[src/rtl/reg_file_pkg.sv]
// Shared types and constants for the write-buffered register file.
// Build option: REG_FILE_BYPASS_EN enables read forwarding from the write buffer.
package reg_file_pkg;

  localparam int unsigned DATA_W   = 32;
  localparam int unsigned ADDR_W   = 5;
  localparam int unsigned NUM_REGS = 2 ** ADDR_W;

  typedef logic [ADDR_W-1:0] reg_idx_t;

  // One buffered write-back request.
  typedef struct packed {
    reg_idx_t          addr;
    logic [DATA_W-1:0] data;
  } wbuf_entry_t;

endpackage

[src/rtl/reg_file_wbuf_fifo.sv]
// Write buffer: BUF_DEPTH-entry FIFO of wbuf_entry_t with wrapping pointers.
// Ports: clk, rst_n; push/push_entry enqueue at tail; pop dequeues head;
// entries/valid_c expose every slot for forwarding; head_ptr/tail_ptr,
// count (occupancy 0..BUF_DEPTH), full_c, empty_c.
module wbuf_fifo
  import reg_file_pkg::*;
#(
  parameter int unsigned BUF_DEPTH = 2,
  localparam int unsigned PTR_W    = $clog2(BUF_DEPTH),
  localparam int unsigned CNT_W    = $clog2(BUF_DEPTH + 1)
) (
  input  logic                 clk,
  input  logic                 rst_n,
  input  logic                 push,
  input  wbuf_entry_t          push_entry,
  input  logic                 pop,
  output wbuf_entry_t          entries [BUF_DEPTH],
  output logic [BUF_DEPTH-1:0] valid_c,
  output logic [PTR_W-1:0]     head_ptr,
  output logic [PTR_W-1:0]     tail_ptr,
  output logic [CNT_W-1:0]     count,
  output logic                 full_c,
  output logic                 empty_c
);

  wbuf_entry_t      mem_q [BUF_DEPTH];
  wbuf_entry_t      mem_d [BUF_DEPTH];
  logic [PTR_W-1:0] head_q, head_d;
  logic [PTR_W-1:0] tail_q, tail_d;
  logic [CNT_W-1:0] count_q, count_d;

  // Next-state: push writes the tail slot, pop advances the head; both may
  // happen together, which leaves the occupancy unchanged.
  always_comb begin
    mem_d   = mem_q;
    head_d  = head_q;
    tail_d  = tail_q;
    count_d = count_q + CNT_W'(push) - CNT_W'(pop);
    if (push) begin
      mem_d[tail_q] = push_entry;
      tail_d        = tail_q + PTR_W'(1);
    end
    if (pop) begin
      head_d = head_q + PTR_W'(1);
    end
  end

  always_ff @(posedge clk or negedge rst_n) begin
    if (!rst_n) begin
      for (int unsigned i = 0; i < BUF_DEPTH; i++) begin
        mem_q[i] <= '0;
      end
      head_q  <= '0;
      tail_q  <= '0;
      count_q <= '0;
    end else begin
      mem_q   <= mem_d;
      head_q  <= head_d;
      tail_q  <= tail_d;
      count_q <= count_d;
    end
  end

  // A slot is live when its distance from the head is below the occupancy.
  always_comb begin
    valid_c = '0;
    for (int unsigned i = 0; i < BUF_DEPTH; i++) begin
      valid_c[i] = CNT_W'(PTR_W'(i) - head_q) < count_q;
    end
  end

  assign entries  = mem_q;
  assign head_ptr = head_q;
  assign tail_ptr = tail_q;
  assign count    = count_q;
  assign full_c   = (count_q == CNT_W'(BUF_DEPTH));
  assign empty_c  = (count_q == '0);

endmodule

[src/rtl/reg_file_wbuf.sv]
// 32 x 32-bit register file fed through a valid/ready write buffer.
// Ports: clk, rst_n (async, active-low); wr_valid/wr_ready/wr_addr/wr_data
// write handshake; E drains one buffer entry per cycle into the array;
// rd_addr_a/rd_data_a and rd_addr_b/rd_data_b combinational reads;
// pending = buffer occupancy.
// Build option: REG_FILE_BYPASS_EN forwards the youngest buffered write to reads.
module reg_file_wbuf
  import reg_file_pkg::*;
#(
  parameter int unsigned BUF_DEPTH = 2,
  localparam int unsigned PTR_W    = $clog2(BUF_DEPTH),
  localparam int unsigned CNT_W    = $clog2(BUF_DEPTH + 1)
) (
  input  logic              clk,
  input  logic              rst_n,
  input  logic              wr_valid,
  output logic              wr_ready,
  input  logic [ADDR_W-1:0] wr_addr,
  input  logic [DATA_W-1:0] wr_data,
  input  logic              E,
  input  logic [ADDR_W-1:0] rd_addr_a,
  output logic [DATA_W-1:0] rd_data_a,
  input  logic [ADDR_W-1:0] rd_addr_b,
  output logic [DATA_W-1:0] rd_data_b,
  output logic [CNT_W-1:0]  pending
);

  logic [DATA_W-1:0]    regs_q [NUM_REGS];
  logic [DATA_W-1:0]    regs_d [NUM_REGS];
  wbuf_entry_t          entries [BUF_DEPTH];
  wbuf_entry_t          head_entry;
  logic [BUF_DEPTH-1:0] entry_valid;
  logic [PTR_W-1:0]     head_ptr;
  logic [PTR_W-1:0]     tail_ptr;
  logic                 full_c;
  logic                 empty_c;
  logic                 push;
  logic                 pop;

  // Writes to register 0 complete the handshake but are dropped.
  assign wr_ready = !full_c;
  assign push     = wr_valid && wr_ready && (wr_addr != '0);
  assign pop      = E && !empty_c;

  wbuf_fifo #(.BUF_DEPTH(BUF_DEPTH)) u_wbuf (
    .clk        (clk),
    .rst_n      (rst_n),
    .push       (push),
    .push_entry ('{addr: wr_addr, data: wr_data}),
    .pop        (pop),
    .entries    (entries),
    .valid_c    (entry_valid),
    .head_ptr   (head_ptr),
    .tail_ptr   (tail_ptr),
    .count      (pending),
    .full_c     (full_c),
    .empty_c    (empty_c)
  );

  assign head_entry = entries[head_ptr];

  // Array update: commit the buffer head when draining.
  always_comb begin
    regs_d = regs_q;
    if (pop) begin
      regs_d[head_entry.addr] = head_entry.data;
    end
  end

  always_ff @(posedge clk or negedge rst_n) begin
    if (!rst_n) begin
      for (int unsigned i = 0; i < NUM_REGS; i++) begin
        regs_q[i] <= '0;
      end
    end else begin
      regs_q <= regs_d;
    end
  end

  // Read lookup; index 0 is hardwired to zero.
  function automatic logic [DATA_W-1:0] read_port(input reg_idx_t idx);
    logic [DATA_W-1:0] val;
    logic [PTR_W-1:0]  slot;
    val  = regs_q[idx];
    slot = '0;
`ifdef REG_FILE_BYPASS_EN
    // Walk oldest to youngest so the youngest match wins.
    for (int unsigned k = 0; k < BUF_DEPTH; k++) begin
      slot = head_ptr + PTR_W'(k);
      if (entry_valid[slot] && (entries[slot].addr == idx)) begin
        val = entries[slot].data;
      end
    end
`endif
    if (idx == '0) begin
      val = '0;
    end
    return val;
  endfunction

  always_comb begin
    rd_data_a = read_port(rd_addr_a);
    rd_data_b = read_port(rd_addr_b);
  end

  logic unused_tail;
  assign unused_tail = ^tail_ptr;
`ifndef REG_FILE_BYPASS_EN
  logic unused_valid;
  assign unused_valid = ^entry_valid;
`endif

endmodule

[config.mk]
export PLATFORM = sky130hd
export DESIGN_NAME = reg_file_wbuf
export DESIGN_NICKNAME = d
export VERILOG_FILES = /design/src/rtl/reg_file_pkg.sv /design/src/rtl/reg_file_wbuf_fifo.sv /design/src/rtl/reg_file_wbuf.sv
export SDC_FILE = /design/constraint.sdc
export NUM_CORES = 2
export LEC_CHECK = 0
export CAP_MARGIN = 10
export CORE_ASPECT_RATIO = 0.75
export CORE_MARGIN = 4
export CORE_UTILIZATION = 35
export DETAILED_ROUTE_END_ITERATION = 10
export GPL_ROUTABILITY_DRIVEN = 0
export PLACE_DENSITY_LB_ADDON = 0.2
export SLEW_MARGIN = 20
export SYNTH_ARGS = -nofsm -noshare
export SYNTH_HDL_FRONTEND = slang
export SYNTH_SLANG_ARGS = --single-unit
[constraint.sdc]
create_clock -name clk -period 4.75 [get_ports clk]
set_clock_uncertainty 0.05 [all_clocks]
set_input_delay 1.425 -clock clk [delete_from_list [all_inputs] [get_ports clk]]
set_output_delay 1.425 -clock clk [all_outputs]
set_load 0.02 [all_outputs]
# Yosys cells after proc, flatten, opt, wreduce, memory -nomap -nowiden
# Index checks and enable logic that the tools add are counted.
[word_totals] out_inout_bits=67 elab_cells=84 ff_bits=1102
[op_classes] n_eq_ne=1 magnitude_cmp=7 mux=17 bitwise_logic=5 n_reduce_logical=11 add_sub_neg=4
[op_table] operator="$bwmux W1024" n=1
[op_table] operator="$bmux W32 S5" n=2
[op_table] operator="$mux W32" n=7
[op_table] operator="$demux W32 S5" n=1
[op_table] operator="$mux W37" n=4
[op_table] operator="$bwmux W74" n=1
[op_table] operator="$demux W37 S1" n=1
[op_table] operator="$ge A6 B6 Y1 const B" n=3
[op_table] operator="$not A5 Y6" n=3
[op_table] operator="$logic_not A5 Y1" n=2
[op_table] operator="$lt A6 B1 Y1 const B" n=1
[op_table] operator="$logic_and A1 B1 Y1" n=5
[op_table] operator="$reduce_bool A5 Y1" n=1
[op_table] operator="$ge A2 B2 Y1 const B" n=2
[op_table] operator="$not A1 Y2" n=2
[op_table] operator="$add A1 B1 Y1 const B" n=2
[op_table] operator="$add A2 B1 Y2" n=1
[op_table] operator="$eq A2 B2 Y1 const B" n=1
[op_table] operator="$logic_not A1 Y1" n=2
[op_table] operator="$logic_not A2 Y1" n=1
[op_table] operator="$lt A2 B1 Y1 const B" n=1
[op_table] operator="$sub A2 B1 Y2" n=1

# Longest topological paths before layout
[depth] word_depth=10 depth_mapped=9 depth_no_buf=7

# Modules after synthesis
# A second synthesis with hierarchy kept.
[hier_totals] cells_unflattened=3911 area_unflattened_um2=58592.4
[modules_own_cells] module="reg_file_wbuf" instances=1 cells_per_inst=3734 seq_area_each_um2=25624.6 area_per_inst_um2=55464.4
[modules_own_cells] module="wbuf_fifo" instances=1 cells_per_inst=177 seq_area_each_um2=1951.9 area_per_inst_um2=3128.0

# Worst setup path before layout
# No wires, ideal clock.
[synth_timing] kind="input -> output" startpoint="input port rd_addr_a[0]" endpoint="output port rd_data_a[13]" path_slack_ns=0.067 arrival_ns=3.208 stages=7 path_cell_list="clkbuf_1 -> inv_1 -> buf_2 -> clkbuf_1 -> clkbuf_1 -> o2111ai_1 -> a311oi_1"
[synth_via] elab_chain_len=5 word_cells_on_any_way=6 classes_between="4 x mux; 1 x bitwise; 1 x reduce/logical"
[synth_rtl] element="start: declaration" line="reg_file_wbuf.sv:21" source="input logic [ADDR_W-1:0] rd_addr_a,"
[synth_rtl] element="$not A5 Y6 (not written as such)" line="reg_file_wbuf.sv:84" source="val = regs_q[idx];"
[synth_rtl] element="$bmux W32 S5" line="reg_file_wbuf.sv:84"
[synth_rtl] element="$mux W32 (not written as such) (2 in series)" line="reg_file_wbuf.sv:84"
[synth_rtl] element="$mux W32 *" line="reg_file_wbuf.sv:95" source="if (idx == '0) begin"
[synth_rtl] element="end: declaration" line="reg_file_wbuf.sv:22" source="output logic [DATA_W-1:0] rd_data_a,"
# Mark *: on every way between the ends. The rest lies on a longest branch, timed or not. The select of a mux whose other input is x is not followed.

# Worst setup path in the final report
[layout_timing] startpoint="input port rd_addr_b[0]" endpoint="output port rd_data_b[0]"
[layout_via] elab_chain_len=5 word_cells_on_any_way=6 classes_between="4 x mux; 1 x bitwise; 1 x reduce/logical"
[layout_rtl] element="start: declaration" line="reg_file_wbuf.sv:23" source="input logic [ADDR_W-1:0] rd_addr_b,"
[layout_rtl] element="$not A5 Y6 (not written as such)" line="reg_file_wbuf.sv:84"
[layout_rtl] element="$bmux W32 S5" line="reg_file_wbuf.sv:84"
[layout_rtl] element="$mux W32 (not written as such) (2 in series)" line="reg_file_wbuf.sv:84"
[layout_rtl] element="$mux W32 *" line="reg_file_wbuf.sv:95"
[layout_rtl] element="end: declaration" line="reg_file_wbuf.sv:24" source="output logic [DATA_W-1:0] rd_data_b,"
# Marked as above.

==> metrics.txt <==
outcome=complete, but fails checks; violated checks=negative setup slack; # DRC=0; Final WS setup=-164 ps; Slew Limit Fails=0; grt total ovfl=0; PortBufs=between 100 and 150; clk_lat worst skew=about 760 ps; RSZ-0062 raised after global routing=yes; Worst Path Class, Setup=input pin to primary output; mux contribution to synthesized area=between 40% and 50%; post-synthesis async set-or-reset flop share=100%; Main synth FF type=dfrtp_1; post-synth top area share=a little under half; Initial DRT Pass Iterations=5; Crit path arrival time=3440 ps; Tot Pwr=40.1 mW; worst slack at placement=-590 ps; core box area=165000 µm²; DP HPWL=134000 µm; first-pass GRT wire length=310000 µm; post-synth cell types=50; CP Capture Type=primary output; CP max FO=8; Worst setup SP type=input pin; Clock Tree Root=clkbuf_16; Max Root-Sink Buffers=3; Post-Synthesis Cells=3810; XOR/XNOR Fraction of Synth Area=less than 1%; FF/Latch Area=27600 µm²; Initial Util=35.2%; main combinational cell family by area after synthesis=multiplexers; antenna violations before repair=5; H-tree Lvls=3; die width=479 µm; clock net sink count=1102; Initial DRC Count=3968; vias in the first global route=between 40k and 50k; area leader, netlist=dfrtp_1; worst slew pin tran=1060 ps; final setup vio count=26; Die H=361 µm; maxcap violations=0; register area share after synthesis=47.4%; Lkg Pwr=32.1 nW; Post-synth EDFFs=0; Avg Cell Area, Syn=~15 µm²; Worst Hold Class=flop to flop; multi-input logic area=slightly above 30000 µm²; Worst-path clk slew=60 ps; DRT antenna net count=0; post-layout min period=between 4000 and 5000 ps; final wirelength=217000 µm; Die Footprint=around 170000 µm²; synthesized flop and latch total=1102; Layout Nets=4277; R2R setup slack=between 1000 and 1500 ps; post-synthesis compound-gate area fraction=~4.5%; largest net degree at the start of global routing=149; area delta synth->final=26.2%; crit-path max cell delay=360 ps; period utilization=103%; top post-synthesis cells by area=dfrtp_1, mux2_2, mux4_2; share of cells above drive strength 1=62.6%; gr usage total=24.7%; worst-path cell chain=buf_16, buf_16, buf_12, buf_16, buf_12, buf_6, mux4_2, mux2i_1, a221o_1, a31oi_4, buf_6, buf_6; P per Cell Area=around 550 nW/µm²; Post-Synthesis Cell Area=slightly below 60000 µm²; total CTS buffers=116; detail-routed via count per cell=5.99; via count=a little under 40k; row count=129; max frequency=0.203 GHz; Synth Warn #=0; Ports=roughly 120; # fillers=14.7k; area share of and/or/nand/nor cells after synthesis=1.23%; Peak VDD IR=0.457 mV; Rel. slew slack=29.4%; Synth Area in Adders=0.0430%; slowest CP cell=a221o_1; hold-fix buffer count after cts=0; critical path required time=3270 ps; Final Hold Fails=0; syn_nets=roughly 3.9k; routed len/inst=~33 µm; CTS tree=done
## report_power, final
group	switching (mW)	internal [mW]
registers	2.74	12.9
clock network	4.12	5.88
logic	6.93	7.50
total	13.8	26.3
## final timing paths
check / start / to / cells after the start
max: rd_addr_b[0] / rd_data_b[0] / 12
min: u_wbuf.entries[42] / u_wbuf.entries[42] / 1
max reg2reg: u_wbuf.head_ptr / regs_q[338] / 6
min reg2reg: u_wbuf.entries[42] / u_wbuf.entries[42] / 1
max in group asynchronous: rst_n / regs_q[142] / 3
min in group asynchronous: rst_n / regs_q[1013] / 1
## through the flow
step	util [%]	hold slack [ps]	cells	instance area, µm²	TNS (ps)
floorplan	-	420	3810	58100	0
global placement	39.4	432	6174	64900	-23070
detailed placement	39.4	438	6174	64900	-23110
CTS	43.8	451	6483	72200	-1720
global route	44.5	464	6543	73400	-2550
finish	44.5	448	6543	73400	-1360
## layer usage
metal  vias up  global-route usage (%)  wire length [µm]
met1     21500                    36.7             98400
met2      1587                    37.3             96100
li1      15700                       -                 -
met5         -                       0                13
met3       341                    4.73             15500
met4         2                    6.34              6830
## cell usage after synthesis (7+ instances only)
library cell,number
nor2b_1,42
mux2_1,22
a221oi_1,53
nand2_1,24
o21ai_0,84
mux2i_1,192
buf_6,12
buf_2,139
nand3_1,15
buf_4,50
mux2_2,1141
a221o_1,32
dfrtp_1,1102
a311oi_1,32
a211oi_1,32
mux4_2,448
a31oi_1,32
clkbuf_1,201
o2111ai_1,11
a22oi_1,66
nor2_1,12
inv_1,7
## critical path: cells and delay by family
family                 cells  cell delay [ps]
buffers and inverters      8             1060
AO/OA/AOI/OAI              2              540
multiplexers               2              390
## sequential cells by signal, summed over array words and instances (netlist names)
name and count:
u_wbuf.tail_ptr 1, regs_q 1024, u_wbuf.head_ptr 1, u_wbuf.count 2, u_wbuf.entries 74
## placed cells by master (no fill, tap or decap), types with 30 or more instances in the layout
cell type and n:
clkdlybuf4s50_1 42, buf_4 355, dfrtp_1 1101, buf_16 33, o21ai_2 35, buf_12 140
mux2_2 1128, clkbuf_16 121, a221oi_1 37, buf_6 89, mux4_2 448, a221o_1 32
mux2i_1 172, nor2b_1 30, a22oi_2 37
## layout make-up
| cell class | count | share of cell area [%] |
|---|---|---|
| Antenna cell | 1 | 0.00341 |
| Inverter | 8 | 0.0580 |
| Clock inverter | 51 | 1.03 |
| Tap cell | 2227 | 3.80 |
| Sequential cell | 1102 | 37.6 |
| Multi-Input combinational cell | 2287 | 41.3 |
| Timing Repair Buffer | 709 | 11.7 |
| Clock buffer | 158 | 4.59 |
## what timing repair did
item,CTS,global route
pin swaps,58,59
setup buffers,93,67
resized for setup,483,164
gates cloned,23,4
endpoints found under the setup margin,64,54
## kinds of logic (layout without fill, tap and decap cells)
| logic type | Yosys count | count (layout) |
|---|---|---|
| AOI/OAI and AO/OA | 355 | 355 |
| and+or+nand+nor | 122 | 122 |
| DFF | 1102 | 1102 |
| buffers and inverters | 421 | 926 |
| other | 0 | 1 |
| muxes | 1804 | 1804 |
| adders and majority gates | 2 | 2 |
| xor gates and xnor gates | 4 | 4 |
Note: power is estimated with default switching activity, not from simulation.
